==> src/rtl/ex_mem_stage.sv <==
// ex_mem_stage: EX/MEM pipeline latch with dcache request, load capture and LL/SC link register.
module ex_mem_stage #(
  parameter int WORD_W = 32,
  parameter int REG_W  = 5
) (
  input  logic              CLK,
  input  logic              nRST,
  input  logic              ihit,
  input  logic              flush,
  input  logic              dREN_in,
  input  logic              dWEN_in,
  input  logic              datomic_in,
  input  logic              regWrite_in,
  input  logic              MemtoReg_in,
  input  logic              HALT_in,
  input  logic [1:0]        wDataSrc_in,
  input  logic [REG_W-1:0]  wsel_in,
  input  logic [WORD_W-1:0] aluout_in,
  input  logic [WORD_W-1:0] store_in,
  input  logic [WORD_W-1:0] pcp4_in,
  input  logic              dhit,
  input  logic [WORD_W-1:0] dmemload,
  input  logic              ccinv,
  input  logic [WORD_W-1:0] ccsnoopaddr,
  output logic              dmemREN,
  output logic              dmemWEN,
  output logic [WORD_W-1:0] dmemaddr,
  output logic [WORD_W-1:0] dmemstore,
  output logic              mem_stall,
  output logic              regWrite_out,
  output logic              MemtoReg_out,
  output logic              HALT_out,
  output logic [1:0]        wDataSrc_out,
  output logic [REG_W-1:0]  wsel_out,
  output logic [WORD_W-1:0] aluout_out,
  output logic [WORD_W-1:0] pcp4_out,
  output logic [WORD_W-1:0] memdata_out
);
  logic              r_dren, r_dwen, r_datomic, r_done, r_link_valid;
  logic [WORD_W-1:0] r_link_addr;
  logic              w_sc_fail, w_adv, w_snoop, w_ll_done, w_sc_done, w_st_hit;

  assign w_sc_fail = r_datomic & r_dwen & ~(r_link_valid & (r_link_addr == aluout_out));
  assign dmemREN   = r_dren & ~r_done;
  assign dmemWEN   = r_dwen & ~r_done & ~w_sc_fail;
  assign mem_stall = (dmemREN | dmemWEN) & ~dhit;
  assign w_adv     = ihit & ~mem_stall;
  assign dmemaddr  = aluout_out;
  assign w_snoop   = ccinv & (ccsnoopaddr == r_link_addr);
  assign w_ll_done = r_datomic & dmemREN & dhit;
  assign w_sc_done = r_datomic & ((dmemWEN & dhit) | (w_sc_fail & ~r_done));
  assign w_st_hit  = ~r_datomic & dmemWEN & dhit & (aluout_out == r_link_addr);

  always_ff @(posedge CLK or negedge nRST) begin
    if (!nRST) begin
      r_dren       <= 1'b0;
      r_dwen       <= 1'b0;
      r_datomic    <= 1'b0;
      r_done       <= 1'b0;
      r_link_valid <= 1'b0;
      r_link_addr  <= '0;
      regWrite_out <= 1'b0;
      MemtoReg_out <= 1'b0;
      HALT_out     <= 1'b0;
      wDataSrc_out <= '0;
      wsel_out     <= '0;
      aluout_out   <= '0;
      pcp4_out     <= '0;
      dmemstore    <= '0;
      memdata_out  <= '0;
    end else begin
      if (w_adv) begin
        r_dren       <= ~flush & dREN_in;
        r_dwen       <= ~flush & dWEN_in;
        r_datomic    <= ~flush & datomic_in;
        regWrite_out <= ~flush & regWrite_in;
        MemtoReg_out <= ~flush & MemtoReg_in;
        HALT_out     <= ~flush & HALT_in;
        wDataSrc_out <= flush ? '0 : wDataSrc_in;
        wsel_out     <= flush ? '0 : wsel_in;
        aluout_out   <= flush ? '0 : aluout_in;
        pcp4_out     <= flush ? '0 : pcp4_in;
        dmemstore    <= flush ? '0 : store_in;
      end
      r_done <= w_adv ? 1'b0 : (r_done | (dhit & (dmemREN | dmemWEN)));
      // A snoop landing with the SC's dhit still reports failure.
      if (dhit & dmemREN)
        memdata_out <= dmemload;
      else if (dhit & dmemWEN & r_datomic)
        memdata_out <= {{(WORD_W-1){1'b0}}, ~w_snoop};
      else if (w_sc_fail & ~r_done)
        memdata_out <= '0;
      if (w_sc_done | w_st_hit | w_snoop)
        r_link_valid <= 1'b0;
      if (w_ll_done) begin
        r_link_valid <= 1'b1;
        r_link_addr  <= aluout_out;
      end
    end
  end
endmodule
==> config.mk <==
export PLATFORM = sky130hd
export DESIGN_NAME = ex_mem_stage
export DESIGN_NICKNAME = d
export VERILOG_FILES = /design/src/rtl/ex_mem_stage.sv
export SDC_FILE = /design/constraint.sdc
export NUM_CORES = 1
export LEC_CHECK = 0
export BUFFER_PORTS_ARGS = -buffer_cell sky130_fd_sc_hd__buf_2
export CORE_MARGIN = 1.5
export CORE_UTILIZATION = 35
export DETAILED_ROUTE_END_ITERATION = 8
export GPL_TIMING_DRIVEN = 1
export PLACE_DENSITY = 0.69
export SETUP_SLACK_MARGIN = 0.15
export SYNTH_ARGS = -nofsm -noshare
export SYNTH_HDL_FRONTEND = slang
export SYNTH_SLANG_ARGS = --single-unit
==> constraint.sdc <==
create_clock -name CLK -period 2.8 [get_ports CLK]
set_input_delay 0.28 -clock CLK [delete_from_list [all_inputs] [get_ports CLK]]
set_output_delay 0.28 -clock CLK [all_outputs]
set_load 0.005 [all_outputs]
After elaboration in Yosys (flattened, before gate mapping)

Cells that the tools add are included.

Bits in registers: 175
Bits in latches: 0
Memory bits (writable): 0
Memory bits (read-only): 0
Input port bits: 179
Output and inout port bits: 173
Logic and storage cells: 70
Memories: 0

Add/subtract/negate cells: 0
Multiply operators: 0
Divide/modulo/power cells: 0
$lt $le $gt $ge: 0
Equal/unequal tests: 3
Shift-type cells: 0
Multiplexer cells: 11
Bitwise logic cells: 39
Reductions and logical operators: 2

Operators with widths:

| operator          | count |
|---|---|
| $mux 32           | 6 |
| $eq 32x32->1      | 3 |
| $and 1x1->1       | 26 |
| $not 1->1         | 8 |
| $mux 5            | 1 |
| $or 1x1->1        | 5 |
| $mux 1            | 3 |
| $reduce_bool 3->1 | 1 |
| $mux 2            | 1 |
| $reduce_bool 2->1 | 1 |

Depth between registers and ports, before layout

Word-level depth: 13
Mapped depth: 9
Depth with buffers taken out: 6

Worst setup path after synthesis

Ideal clock, no wire load.

Kind: register -> register
Start point: register aluout_out[17]
End point: register aluout_out[10]
Arrival time: 1.975 ns
Data required time: 2.675 ns
Slack: 0.700 ns
Stages on the path, launching flop included: 10
Path buffers: 3
Path through: dfrtp_1 > xnor2_1 > nand4_1 > nor3_2 > nand4_2 > o31ai_2 > buf_4 > buf_8 > buf_12 > mux2_4

Cells in the longest elaborated chain, start to end: 10

RTL lines:

| what                     | line | source |
|---|---|---|
| start: declaration       | 35   | `output logic [WORD_W-1:0] aluout_out,` |
| start signal: assignment | 81   | `aluout_out <= flush ? '0 : aluout_in;` |
| $eq 32x32->1             | 43   | `assign w_sc_fail = r_datomic & r_dwen & ~(r_link_valid & (r_link_addr == aluout_out));` |
| $and 1x1->1              | 43   |  |
| $not 1->1                | 43   |  |
| $and 1x1->1              | 43   |  |
| $not 1->1                | 45   | `assign dmemWEN = r_dwen & ~r_done & ~w_sc_fail;` |
| $and 1x1->1              | 45   |  |
| $or 1x1->1               | 46   | `assign mem_stall = (dmemREN \| dmemWEN) & ~dhit;` |
| $and 1x1->1              | 46   |  |
| $not 1->1                | 47   | `assign w_adv = ihit & ~mem_stall;` |
| $and 1x1->1              | 47   |  |

No other way between the ends.
A chain may end at the register's enable or synchronous reset.

Worst setup path after layout

Start point: register aluout_out[17]
End point: register dmemstore[6]

Cells in the longest elaborated chain, start to end: 10

RTL lines:

| what                   | line | source |
|---|---|---|
| $eq 32x32->1           | 43   |  |
| $and 1x1->1            | 43   |  |
| $not 1->1              | 43   |  |
| $and 1x1->1            | 43   |  |
| $not 1->1              | 45   |  |
| $and 1x1->1            | 45   |  |
| $or 1x1->1             | 46   |  |
| $and 1x1->1            | 46   |  |
| $not 1->1              | 47   |  |
| $and 1x1->1            | 47   |  |
| end signal: assignment | 83   | `dmemstore <= flush ? '0 : store_in;` |
| end: declaration       | 28   | `output logic [WORD_W-1:0] dmemstore,` |

No other way between the ends.

==> flow_summary.ini <==
[routing]
first_pass_iters = 4
via_per_inst = 4.62
dr_wl_met2_um = 11200
drt_iter0_drc = 258
drc = 0
wire_per_inst_um = 17.4
wirelength_um = 22600
drtAntennaViolNets = 0
wl_met3_um = 1450
num_vias = 5986
met1_length_um = 9680
highest_layer = met5

[yosys]
synth-compound-area-share = 0.0427
synthMuxAreaShare = 0.197
synth_xor_area_frac = 0.0676
synth_cell_type_count = 34
syn_avg_cell_area_um2 = 12.9
syn_nets = 823
synth_top_family_by_area = multiplexers
synth_edf_count = 0
ys_ff_latch = 175
seq_area_frac_synth = 0.528
synth_simple_gate_area_share = 0.112
synthFlopType = dfrtp_1
yosys.area_share.adder = 0
synthCells = 644
synthArstFlopShare = 1.00
yosysWarnings = 0
syn_area_um2 = 8300

[sta]
tightest_slew_ns = 0.877
timing.fmax_ghz = 0.395
period_minus_slack_ns = 2.53
skew_ns = 0.0144
fin_setup_tns_ns = 0
relSlewSlack = 0.413
hold_viol_final = 0
rsz0062_at_grt = false
report.final.slew_viol_count = 0
finalSetupViolCount = 0
fin_crit_sh = 0.905

[hold_path]
holdPathEnd = memdata_out[24]
hold_depth = 2
hold_start = dmemload[24]
hold_class = in -> reg

[global_routing]
grt_pass1_wl_um = 32600
grt_use_total = 0.176
grt_overflow = 0
antenna_found_initial = 4
grt_pass1_vias = 5821
grt_max_degree = 86

[die]
die_h_um = 157
row_count = 56
core_um2 = 23300
die_w_um = 157
start_util = 0.356
die-area_um2 = 24600
io_pins = 352

[critical_path]
required_ns = 3.11
critPathLaunchType = flip-flop
critical_path_buf_inv_count = 2
max_stage_delay_ns = 0.45
reg2reg_depth = 8
crit_family = simple AND/OR/NAND/NOR gates
timing.rr.end = dmemstore[6]
reg2reg_slack_ns = 0.27
r2r-start = aluout_out[17]
crit_path_end_kind = flip-flop
critPathArrivalTime_ns = 2.84
path_cells = xnor2_1 > nand4_1 > nor3_2 > nand4_2 > o31ai_4 > buf_12 > clkbuf_16 > mux2_2
crit_type = reg -> reg
slowest_stage = dfrtp_1
path_max_fanout = 24

[power]
p_leak_uw = 0.00560
vdd_drop_max_v = 0.000359
p_per_area_nw_per_um2 = 779

[clock_tree]
numClockSinks = 175
worstSkewPairLatency_ns = 0.43
clockBufferDepth = 2
tritoncts = done
ctsRootBufferMaster = clkbuf_16
htree_levels = 4
numCtsBuffers = 17
clk_pin_slew_ns = 0.07

[place]
hpwl_um = 16100
place_congestion = 0.728
io_buffers = 351

[flow_run]
maxCapViolCount = 0

[finish]
drive_gt1_frac = 0.565
syn_to_final_growth_pct = 31.1
layout.nets = 1142
layout_common_cells = buf_2 (349), dfrtp_1 (174), mux2_2 (131)
post-route-util = 0.466
layout_commonest_cell = buf_2

[outcome]
status = complete, no violations
## cells by family (layout without fill, tap and decap cells)
family,Yosys count,count (layout)
AO/OA/AOI/OAI,42,42
XOR/XNOR,64,64
buffers and inverters,69,401
flip-flops,175,175
multiplexers,142,142
other,0,2
AND/OR/NAND/NOR,152,152
## worst max-delay path by stage
stage	to	slack, ns	from	cells after the start
3_5_place_dp	dmemstore[26]	0.26	aluout_out[23]	7
5_1_grt	aluout_out[14]	0.12	aluout_out[27]	8
6_report	dmemstore[6]	0.27	aluout_out[17]	8
3_3_place_gp	pcp4_out[25]	0.29	aluout_out[23]	7
4_1_cts	mem_stall	0.23	aluout_out[23]	7
2_1_floorplan	aluout_out[10]	0.70	aluout_out[17]	9
## repair_timing
action                                  in CTS  in global routing
endpoints found under the hold margin       83                  0
resized for setup                            1                 13
setup buffers                                0                  2
cloned                                       0                  2
hold buffers                                 1                  0
pin swaps                                    0                  3
endpoints found under the setup margin       1                103
## cell type report
type,instances,area (um2)
Antenna cell,2,5.00
Clock buffer,17,425
Clock inverter,15,141
Fill cell,2204,12500
Inverter,1,3.75
Multi-Input combinational cell,400,3510
Sequential cell,175,4380
Tap cell,319,399
Timing Repair Buffer,368,2020
## through the flow
stage / instance area, um2 / cells / total power (uW) / hold WS, ns / setup slack, ns
floorplan: 8300 / 644 / 5180 / -0.0156 / 0.700
global placement: 10200 / 1258 / 6120 / 0.381 / 0.293
detailed placement: 10200 / 1258 / 6170 / 0.392 / 0.260
CTS: 10800 / 1291 / 8550 / 0.0424 / 0.227
global route: 10900 / 1296 / 9000 / 0.0534 / 0.120
finish: 10900 / 1297 / 8480 / 0.0705 / 0.266
## metal layers
metal,GRT usage,up-vias
li1,-,2817
met1,0.221,2935
met2,0.296,211
met3,0.0529,17
met4,0.0435,6
met5,0,-
## sequential cells by signal, indices dropped and copies added (netlist names), 2 cells and up
register and flops:
r_link_addr 32, aluout_out 32, wsel_out 5, pcp4_out 32, wDataSrc_out 2, dmemstore 32, memdata_out 32
## where the power goes
group	total [uW]	leakage, uW	internal (uW)	switching (uW)
clock network	2330	0.000283	1190	1140
logic	2430	0.00305	1420	1010
registers	3720	0.00226	3180	540
## synthesized netlist by cell type (2+ instances only)
library cell  number  share of area
a22o_1            31          0.033
mux2_4             9          0.016
clkbuf_1          22          0.010
xnor2_1           37          0.039
mux2i_1            2         0.0024
xor2_1            27          0.029
nor2b_1          111          0.084
nor2_1             7         0.0032
buf_2              2         0.0012
buf_4             42          0.038
nand3_1            3         0.0018
mux2_2           131           0.18
a21oi_1            2         0.0012
nand2_1            5         0.0023
nor4_1             8         0.0060
o21a_1             2         0.0018
nand4_1           12         0.0090
dfrtp_1          175           0.53
(Power assumes the default switching activity.)
